==> src/rtl/iq_avg_snap_pkg.sv <==
// Shared types and control-word field positions for the IQ-average snapshot sequencer.
package iq_avg_snap_pkg;
  typedef enum logic [2:0] {IDLE, WAIT_SYNC, ACCUM, LAST, DRAIN} state_t;

  localparam int ARM_BIT  = 0;
  localparam int CONT_BIT = 1;
  localparam int AVG_LSB  = 8;
  localparam int AVG_MSB  = 11;
  localparam int AVG_W    = AVG_MSB - AVG_LSB + 1;

  // Requested log2 average count, limited to what the accumulator supports.
  function automatic logic [AVG_W-1:0] clamp_avg(input logic [AVG_W-1:0] f, input int max_l2);
    logic [31:0] m;
    m = max_l2;
    return (int'(f) > max_l2) ? m[AVG_W-1:0] : f;
  endfunction
endpackage

==> src/rtl/iq_avg_snap_ctrl_if.sv <==
// Sample-stream, accumulator and snapshot-BRAM signals of the snapshot sequencer.
interface iq_avg_snap_ctrl_if #(parameter int ADDR_W = 9);
  logic              data_valid;
  logic              frame_sync;
  logic              acc_en;
  logic              acc_clr;
  logic [ADDR_W-1:0] ch_addr;
  logic              snap_we;
  logic [ADDR_W-1:0] snap_addr;

  modport master (input data_valid, frame_sync,
                  output acc_en, acc_clr, ch_addr, snap_we, snap_addr);
  modport slave  (output data_valid, frame_sync,
                  input acc_en, acc_clr, ch_addr, snap_we, snap_addr);
endinterface

==> src/rtl/iq_avg_we_delay.sv <==
// ACC_LAT-stage {valid, addr} delay line aligning snapshot writes to accumulator output.
module iq_avg_we_delay #(
  parameter int ACC_LAT = 2,
  parameter int ADDR_W  = 9
) (
  input  logic              user_clk,
  input  logic              clr,
  input  logic              push,
  input  logic [ADDR_W-1:0] push_addr,
  output logic              we,
  output logic [ADDR_W-1:0] addr,
  output logic              empty
);
  logic [ACC_LAT-1:0]             vld_pipe;
  logic [ACC_LAT-1:0][ADDR_W-1:0] addr_pipe;

  always_ff @(posedge user_clk) begin
    if (clr) begin
      vld_pipe  <= '0;
      addr_pipe <= '0;
    end else begin
      vld_pipe[0]  <= push;
      addr_pipe[0] <= push_addr;
      for (int i = 1; i < ACC_LAT; i++) begin
        vld_pipe[i]  <= vld_pipe[i-1];
        addr_pipe[i] <= addr_pipe[i-1];
      end
    end
  end

  assign we    = vld_pipe[ACC_LAT-1];
  assign addr  = addr_pipe[ACC_LAT-1];
  assign empty = ~|vld_pipe;
endmodule

==> src/rtl/iq_avg_snap_ctrl.sv <==
// IQ-average snapshot sequencer: arm, accumulate 2^k frames, write the final frame to BRAM.
// Optional IQ_AVG_SNAP_TIMESTAMP_EN adds start_ts, the cycle count at capture start.
module iq_avg_snap_ctrl
  import iq_avg_snap_pkg::*;
#(
  parameter int ADDR_W       = 9,
  parameter int LOG2_MAX_AVG = 8,
  parameter int ACC_LAT      = 2
) (
  input  logic                user_clk,
  input  logic                user_rst,
  input  logic [31:0]         ctrl_word,
  iq_avg_snap_ctrl_if.master  bus,
  output logic                busy,
  output logic                done,
  output logic                sync_err,
  output logic                arm_ignored
`ifdef IQ_AVG_SNAP_TIMESTAMP_EN
  , output logic [31:0]       start_ts
`endif
);
  localparam int FW = LOG2_MAX_AVG + 1;
  localparam logic [ADDR_W-1:0] CH_MAX = '1;

  state_t            state, state_nxt;
  logic              bit0_q, arm, cont;
  logic [AVG_W-1:0]  log2n;
  logic [FW-1:0]     frame_cnt, n_m1;
  logic [ADDR_W-1:0] ch_cnt, ch_addr;
  logic              first_sync, sync_bad, ch_wrap;
  logic              acc_en, acc_clr, push, dl_empty;
  logic              unused_ctrl;

  assign unused_ctrl = ^{ctrl_word[31:12], ctrl_word[7:2]};
  assign arm         = ctrl_word[ARM_BIT] & ~bit0_q;
  assign cont        = ctrl_word[CONT_BIT];
  assign n_m1        = (FW'(1) << log2n) - FW'(1);
  assign ch_wrap     = (ch_cnt == CH_MAX);
  assign first_sync  = (state == WAIT_SYNC) & bus.data_valid & bus.frame_sync;
  assign sync_bad    = ((state == ACCUM) | (state == LAST)) & bus.data_valid
                     & bus.frame_sync & (ch_cnt != '0);

  always_ff @(posedge user_clk) begin
    if (user_rst) state <= IDLE;
    else          state <= state_nxt;
  end

  always_comb begin
    state_nxt = state;
    case (state)
      IDLE:      if (arm) state_nxt = WAIT_SYNC;
      WAIT_SYNC: if (first_sync) state_nxt = (log2n == '0) ? LAST : ACCUM;
      ACCUM:     if (sync_bad) state_nxt = IDLE;
                 else if (bus.data_valid && ch_wrap && (frame_cnt + FW'(1) == n_m1))
                   state_nxt = LAST;
      LAST:      if (sync_bad) state_nxt = IDLE;
                 else if (bus.data_valid && ch_wrap) state_nxt = DRAIN;
      DRAIN:     if (dl_empty) state_nxt = cont ? WAIT_SYNC : IDLE;
      default:   state_nxt = IDLE;
    endcase
  end

  // Channel 0 of frame 0 is consumed in the same cycle the sync is recognised.
  always_comb begin
    acc_en  = 1'b0;
    acc_clr = 1'b0;
    ch_addr = '0;
    push    = 1'b0;
    busy    = (state != IDLE);
    case (state)
      WAIT_SYNC: begin
        acc_en  = first_sync;
        acc_clr = first_sync;
        push    = first_sync & (log2n == '0);
      end
      ACCUM, LAST: begin
        acc_en  = bus.data_valid & ~sync_bad;
        acc_clr = acc_en & (frame_cnt == '0);
        ch_addr = ch_cnt;
        push    = acc_en & (state == LAST);
      end
      default: ;
    endcase
  end

  assign bus.acc_en  = acc_en;
  assign bus.acc_clr = acc_clr;
  assign bus.ch_addr = ch_addr;

  always_ff @(posedge user_clk) begin
    if (user_rst) begin
      bit0_q      <= 1'b1;
      log2n       <= '0;
      ch_cnt      <= '0;
      frame_cnt   <= '0;
      done        <= 1'b0;
      sync_err    <= 1'b0;
      arm_ignored <= 1'b0;
    end else begin
      bit0_q <= ctrl_word[ARM_BIT];
      if (arm && state == IDLE) begin
        log2n       <= clamp_avg(ctrl_word[AVG_MSB:AVG_LSB], LOG2_MAX_AVG);
        sync_err    <= 1'b0;
        arm_ignored <= 1'b0;
      end else if (arm) begin
        arm_ignored <= 1'b1;
      end
      if (sync_bad) sync_err <= 1'b1;
      if (first_sync) begin
        ch_cnt    <= ADDR_W'(1);
        frame_cnt <= '0;
      end else if (acc_en && (state == ACCUM || state == LAST)) begin
        ch_cnt <= ch_cnt + ADDR_W'(1);
        if (ch_wrap) frame_cnt <= frame_cnt + FW'(1);
      end
      // Held in IDLE; a continuous re-arm leaves DRAIN for WAIT_SYNC, so this is a 1-cycle pulse.
      if (state == DRAIN && dl_empty) done <= 1'b1;
      else if (state != IDLE || arm)  done <= 1'b0;
    end
  end

  iq_avg_we_delay #(.ACC_LAT(ACC_LAT), .ADDR_W(ADDR_W)) u_dly (
    .user_clk  (user_clk),
    .clr       (user_rst),
    .push      (push),
    .push_addr (ch_addr),
    .we        (bus.snap_we),
    .addr      (bus.snap_addr),
    .empty     (dl_empty)
  );

`ifdef IQ_AVG_SNAP_TIMESTAMP_EN
  logic [31:0] ts_cnt;
  always_ff @(posedge user_clk) begin
    if (user_rst) begin
      ts_cnt   <= '0;
      start_ts <= '0;
    end else begin
      ts_cnt <= ts_cnt + 32'd1;
      if (first_sync) start_ts <= ts_cnt;
    end
  end
`endif
endmodule
==> src/flat_wrapper.sv <==
// flat-port wrapper written by rule: the top's interface ports become plain ports
module iq_avg_snap_ctrl_flat import iq_avg_snap_pkg::*;
#(
  parameter int ADDR_W       = 9,
  parameter int LOG2_MAX_AVG = 8,
  parameter int ACC_LAT      = 2
)
  (user_clk, user_rst, ctrl_word, busy, done, sync_err, arm_ignored, bus_data_valid, bus_frame_sync, bus_acc_en, bus_acc_clr, bus_ch_addr, bus_snap_we, bus_snap_addr);
  iq_avg_snap_ctrl_if #(.ADDR_W(ADDR_W)) bus_i ();
  input  logic user_clk;
  input  logic user_rst;
  input  logic [31:0] ctrl_word;
  output logic busy;
  output logic done;
  output logic sync_err;
  output logic arm_ignored;
  input wire logic [$bits(bus_i.data_valid)-1:0] bus_data_valid;
  input wire logic [$bits(bus_i.frame_sync)-1:0] bus_frame_sync;
  output wire logic [$bits(bus_i.acc_en)-1:0] bus_acc_en;
  output wire logic [$bits(bus_i.acc_clr)-1:0] bus_acc_clr;
  output wire logic [$bits(bus_i.ch_addr)-1:0] bus_ch_addr;
  output wire logic [$bits(bus_i.snap_we)-1:0] bus_snap_we;
  output wire logic [$bits(bus_i.snap_addr)-1:0] bus_snap_addr;
  assign bus_i.data_valid = bus_data_valid;
  assign bus_i.frame_sync = bus_frame_sync;
  assign bus_acc_en = bus_i.acc_en;
  assign bus_acc_clr = bus_i.acc_clr;
  assign bus_ch_addr = bus_i.ch_addr;
  assign bus_snap_we = bus_i.snap_we;
  assign bus_snap_addr = bus_i.snap_addr;
  iq_avg_snap_ctrl #(.ADDR_W(ADDR_W), .LOG2_MAX_AVG(LOG2_MAX_AVG), .ACC_LAT(ACC_LAT)) u_core (.user_clk(user_clk), .user_rst(user_rst), .ctrl_word(ctrl_word), .bus(bus_i), .busy(busy), .done(done), .sync_err(sync_err), .arm_ignored(arm_ignored));
endmodule
==> config.mk <==
export PLATFORM = sky130hd
export DESIGN_NAME = iq_avg_snap_ctrl_flat
export DESIGN_NICKNAME = d
export VERILOG_FILES = /design/src/rtl/iq_avg_snap_pkg.sv /design/src/rtl/iq_avg_snap_ctrl_if.sv /design/src/rtl/iq_avg_we_delay.sv /design/src/rtl/iq_avg_snap_ctrl.sv /design/src/flat_wrapper.sv
export SDC_FILE = /design/constraint.sdc
export NUM_CORES = 1
export LEC_CHECK = 0
export ABC_AREA = 1
export ABC_CLOCK_PERIOD_IN_PS = 4600
export BUFFER_PORTS_ARGS = -buffer_cell sky130_fd_sc_hd__buf_2
export CAP_MARGIN = 10
export CORE_MARGIN = 5
export CORE_UTILIZATION = 46
export CTS_CLUSTER_DIAMETER = 40
export CTS_CLUSTER_SIZE = 20
export DETAILED_ROUTE_END_ITERATION = 8
export PLACE_DENSITY = 0.74
export SYNTH_ARGS = -nofsm -noshare
export SYNTH_HDL_FRONTEND = slang
export SYNTH_SLANG_ARGS = --single-unit
==> constraint.sdc <==
create_clock -name user_clk -period 4.6 [get_ports user_clk]
set_input_delay 0.23 -clock user_clk [delete_from_list [all_inputs] [get_ports user_clk]]
set_output_delay 0.23 -clock user_clk [all_outputs]
set_load 0.1 [all_outputs]
==> impl_metrics.env <==
export IMPL_internal_power_w=0.0006320
export IMPL_design_core_area_sq_um=5205
export IMPL_unrepaired_setup_endpoints_after_global_routing="no"
export IMPL_cp_start_kind="flop"
export IMPL_cp_slowest_cell="sky130_fd_sc_hd__buf_2"
export IMPL_cts_sink_count=49
export IMPL_pwr_density_cell_nw_per_um2=383.7
export IMPL_hold_violations=0
export IMPL_critPathCaptureType="output port"
export IMPL_hpwl_um=3958
export IMPL_swShare_pct=39.97
export IMPL_report_final_slew_viol_count=0
export IMPL_cp_common_cell="sky130_fd_sc_hd__nand2_1"
export IMPL_max_freq_mhz=328.8
export IMPL_synth_area_leader_cell="sky130_fd_sc_hd__dfxtp_1"
export IMPL_outcome="finished clean"
export IMPL_ant_nets=0
export IMPL_net_switching_power_w=0.0004209
export IMPL_period_share_pct=66.12
export IMPL_path_buf_inv=2
export IMPL_post_synth_instance_area_sq_um=2496
export IMPL_tightest_slew_ps=935.5
export IMPL_finalWirelength_um=5313
export IMPL_die_width_um=83.67
export IMPL_slew_limit_headroom_pct=37.40
export IMPL_power_leakage_nw=1.251
export IMPL_irDropWorstVdd_mv=0.3787
export IMPL_syn_instance_count=367
export IMPL_unique_masters_post_synth=30
export IMPL_required_ps=4370
export IMPL_critical_path_max_fanout=21
export IMPL_synth_top_cell_area_share_pct=39.30
export IMPL_whs_ps=113.1
export IMPL_worstHoldPathType="in -> reg"
export IMPL_yosysSeqAreaShare_pct=39.30
export IMPL_routed_via_density=4.918
export IMPL_synth_top_cells_by_area="sky130_fd_sc_hd__dfxtp_1 (39%), sky130_fd_sc_hd__nand2_1 (10%), sky130_fd_sc_hd__nor2_1 (7.7%)"
export IMPL_grt_max_degree=28
export IMPL_power_share_clock_pct=24.3
export IMPL_post_placement_setup_slack_ps=1913
export IMPL_grt_pass1_vias=2134
export IMPL_post_dp_cell_area_sq_um=2653
export IMPL_top_level_ports=61
export IMPL_path_class="reg -> out"
export IMPL_grt_ovfl_total=0
export IMPL_detailroute_via_count=2272
export IMPL_clockBufferDepth=2
export IMPL_yosysWarnings=0
export IMPL_post_cts_setup_buffers=0
export IMPL_tritoncts="yes"
export IMPL_finished_cell_area_sq_um=2744
export IMPL_post_route_worst_setup_slack_ps=1558
export IMPL_setup_skew_after_layout_ps=7.800
export IMPL_avgSynthCellArea_sq_um=6.801
export IMPL_gp_congestion=0.8683
export IMPL_final_setup_viol_count=0
export IMPL_design_final_nets=433
export IMPL_crit_chain="inv_2 > nand2_1 > nor3_1 > o21ai_2 > nand2_1 > o41ai_1 > buf_2"
export IMPL_numCtsBuffers=5
export IMPL_areaGrowthSynthToFinish_pct=9.925
export IMPL_arr_time_crit_path_ps=2810
export IMPL_path_delay_family="simple AND/OR/NAND/NOR gates"
export IMPL_sequentialPowerShare_pct=44.4
export IMPL_clock_tree_htree_level_count=2
export IMPL_cts_hold_fix_buffers=0
export IMPL_clock_tree_root_cell="sky130_fd_sc_hd__clkbuf_8"
export IMPL_floorplan_initialDensity_pct=47.96
export IMPL_critPathMaxStageDelay_ps=500
export IMPL_grt_total_usage_pct=15.81
export IMPL_antenna_found_initial=0
export IMPL_route_detailed_drc=0
export IMPL_post_route_cells_drive_above_1_share_pct=16.84
export IMPL_layout_min_cycle_time_ps=3042
export IMPL_wire_length_of_the_first_global_routing_pass_um=9328
export IMPL_final_setup_tns_ps=0
export IMPL_max_cap_violations=0
export IMPL_clk_insertion_delay_late_ps=300
export IMPL_rows=26
export IMPL_die_area_sq_um=7000
export IMPL_cts_repair_resized=0
export IMPL_detail_route_iter0_violations=104
export IMPL_average_wire_length_per_cell_after_detail_routing_um=11.50
export IMPL_clkSlewWorstSetupHoldPaths_ps=90
export IMPL_port_buffer_count=34
export IMPL_length_of_the_first_detailed_routing_pass_in_iterations=4
export IMPL_antenna_cells=0
export IMPL_count_of_filler_cells_inserted_in_the_layout=527
export IMPL_number_of_storage_elements_in_the_synthesis_netlist=49
export IMPL_die_h_um=83.67
export IMPL_pwr_share_comb_pct=31.3
export IMPL_syn_num_nets=409
## cells by family (layout without fill, tap and decap cells)
kind of cell	after synthesis	in the layout	share of synthesized area, %
adders and majority gates	6	6	3.007
xor gates and xnor gates	2	2	0.7019
and+or+nand+nor	186	186	33.78
AOI/OAI and AO/OA	48	48	10.28
DFF	49	49	39.30
buffers and inverters	76	101	12.93
## sequential cells by signal (all words and copies together) (netlist names)
register                cells
u_core.arm_ignored          1
u_core.u_dly.addr_pipe      9
u_core.done                 1
u_core.log2n                4
u_core.ch_cnt               9
u_core.bit0_q               1
u_core.sync_err             1
u_core.u_dly.vld_pipe       2
u_core.u_dly.addr           9
u_core.frame_cnt            9
u_core.state                3
## per-layer routing
| layer | up-vias | GRT usage, % | part of all wire, % |
|---|---|---|---|
| met4 | 0 | 5.263 | 1.6 |
| met2 | 56 | 26.03 | 45 |
| met5 | - | 0 | 0 |
| met1 | 998 | 20.27 | 48 |
| li1 | 1209 | - | - |
| met3 | 9 | 3.751 | 5.4 |
## worst paths after layout
path,from,to,slack (ps),cells after the start
worst max-delay path,u_core.state[2]$_SDFFE_PP0P_,bus_acc_clr,1560,7
worst min register to register,u_core.u_dly.addr_pipe[5]$_SDFF_PP0_,u_core.u_dly.addr[5]$_SDFF_PP0_,410,2
worst max register to register,u_core.state[2]$_SDFFE_PP0P_,u_core.frame_cnt[8]$_SDFFE_PP0P_,2140,10
worst min-delay path,ctrl_word[0],u_core.bit0_q$_SDFF_PP1_,110,3
## power by group through the flow
stage	Combinational [W]	Clock (W)	Sequential, W
2_1_floorplan	0.000255	0	0.000495
3_3_place_gp	0.000325	0	0.000475
3_5_place_dp	0.000326	0	0.000477
4_1_cts	0.000329	0.000263	0.000467
5_1_grt	0.000369	0.000279	0.000470
6_report	0.000330	0.000256	0.000467
## tightest hold or removal path, cell delays in order
cell	delay, ps
sky130_fd_sc_hd__buf_2	70
sky130_fd_sc_hd__inv_1	40
sky130_fd_sc_hd__nand2_1	50
## final cells by class
| type | count | area [sq um] | share of cell area [%] |
|---|---|---|---|
| clock buffers | 5 | 68.82 | 2.508 |
| clock inverters | 3 | 22.52 | 0.8208 |
| inverters | 59 | 221.5 | 8.071 |
| multi-input cells | 242 | 1192 | 43.46 |
| flip-flops and latches | 49 | 980.9 | 35.75 |
| well taps | 70 | 87.58 | 3.192 |
| repair buffers | 34 | 170.2 | 6.202 |
## cell usage after synthesis
master	number
sky130_fd_sc_hd__nand2_1	68
sky130_fd_sc_hd__nor2_1	51
sky130_fd_sc_hd__dfxtp_1	49
sky130_fd_sc_hd__inv_1	48
sky130_fd_sc_hd__nand3_1	29
sky130_fd_sc_hd__a21oi_1	21
sky130_fd_sc_hd__o21ai_0	21
sky130_fd_sc_hd__nor3_1	16
sky130_fd_sc_hd__buf_4	9
sky130_fd_sc_hd__inv_2	9
sky130_fd_sc_hd__nand4_1	7
sky130_fd_sc_hd__ha_1	6
sky130_fd_sc_hd__nand2_2	5
sky130_fd_sc_hd__buf_2	3
sky130_fd_sc_hd__clkbuf_1	3
sky130_fd_sc_hd__a211oi_1	2
sky130_fd_sc_hd__buf_1	2
sky130_fd_sc_hd__clkinv_1	2
sky130_fd_sc_hd__nand3_2	2
sky130_fd_sc_hd__nor2_2	2
sky130_fd_sc_hd__nor2_4	2
sky130_fd_sc_hd__xor2_1	2
sky130_fd_sc_hd__nand4_2	1
sky130_fd_sc_hd__nor3_2	1
sky130_fd_sc_hd__nor3b_2	1
sky130_fd_sc_hd__o21ai_1	1
sky130_fd_sc_hd__o21ai_2	1
sky130_fd_sc_hd__o221ai_1	1
sky130_fd_sc_hd__o41ai_1	1
sky130_fd_sc_hd__or2_1	1
## cells in the final DEF, fill, tap and decap left out
cell / Yosys / layout
sky130_fd_sc_hd__nand2_1: 68 / 68
sky130_fd_sc_hd__nor2_1: 51 / 51
sky130_fd_sc_hd__dfxtp_1: 49 / 49
sky130_fd_sc_hd__inv_1: 48 / 48
sky130_fd_sc_hd__buf_2: 3 / 34
sky130_fd_sc_hd__nand3_1: 29 / 29
sky130_fd_sc_hd__a21oi_1: 21 / 21
sky130_fd_sc_hd__o21ai_0: 21 / 21
sky130_fd_sc_hd__nor3_1: 16 / 16
sky130_fd_sc_hd__inv_2: 9 / 9
sky130_fd_sc_hd__nand4_1: 7 / 7
sky130_fd_sc_hd__ha_1: 6 / 6
sky130_fd_sc_hd__nand2_2: 5 / 5
sky130_fd_sc_hd__clkbuf_8: 0 / 5
sky130_fd_sc_hd__clkinv_1: 2 / 2
sky130_fd_sc_hd__nor2_4: 2 / 2
sky130_fd_sc_hd__nor2_2: 2 / 2
sky130_fd_sc_hd__nand3_2: 2 / 2
sky130_fd_sc_hd__xor2_1: 2 / 2
sky130_fd_sc_hd__a211oi_1: 2 / 2
sky130_fd_sc_hd__clkinv_4: 0 / 2
sky130_fd_sc_hd__o21ai_2: 1 / 1
sky130_fd_sc_hd__nor3_2: 1 / 1
sky130_fd_sc_hd__o41ai_1: 1 / 1
sky130_fd_sc_hd__nand4_2: 1 / 1
sky130_fd_sc_hd__or2_1: 1 / 1
sky130_fd_sc_hd__o21ai_1: 1 / 1
sky130_fd_sc_hd__nor3b_2: 1 / 1
sky130_fd_sc_hd__o221ai_1: 1 / 1
sky130_fd_sc_hd__clkinv_2: 0 / 1
## metrics by stage
step	utilization, %	power [W]	cells
2_1_floorplan	-	0.0007504	367
3_3_place_gp	50.96	0.0008004	454
3_5_place_dp	50.96	0.0008033	454
4_1_cts	52.72	0.001059	462
5_1_grt	52.72	0.001117	462
6_report	52.72	0.001053	462
Note: power is estimated with default switching activity, not from simulation.
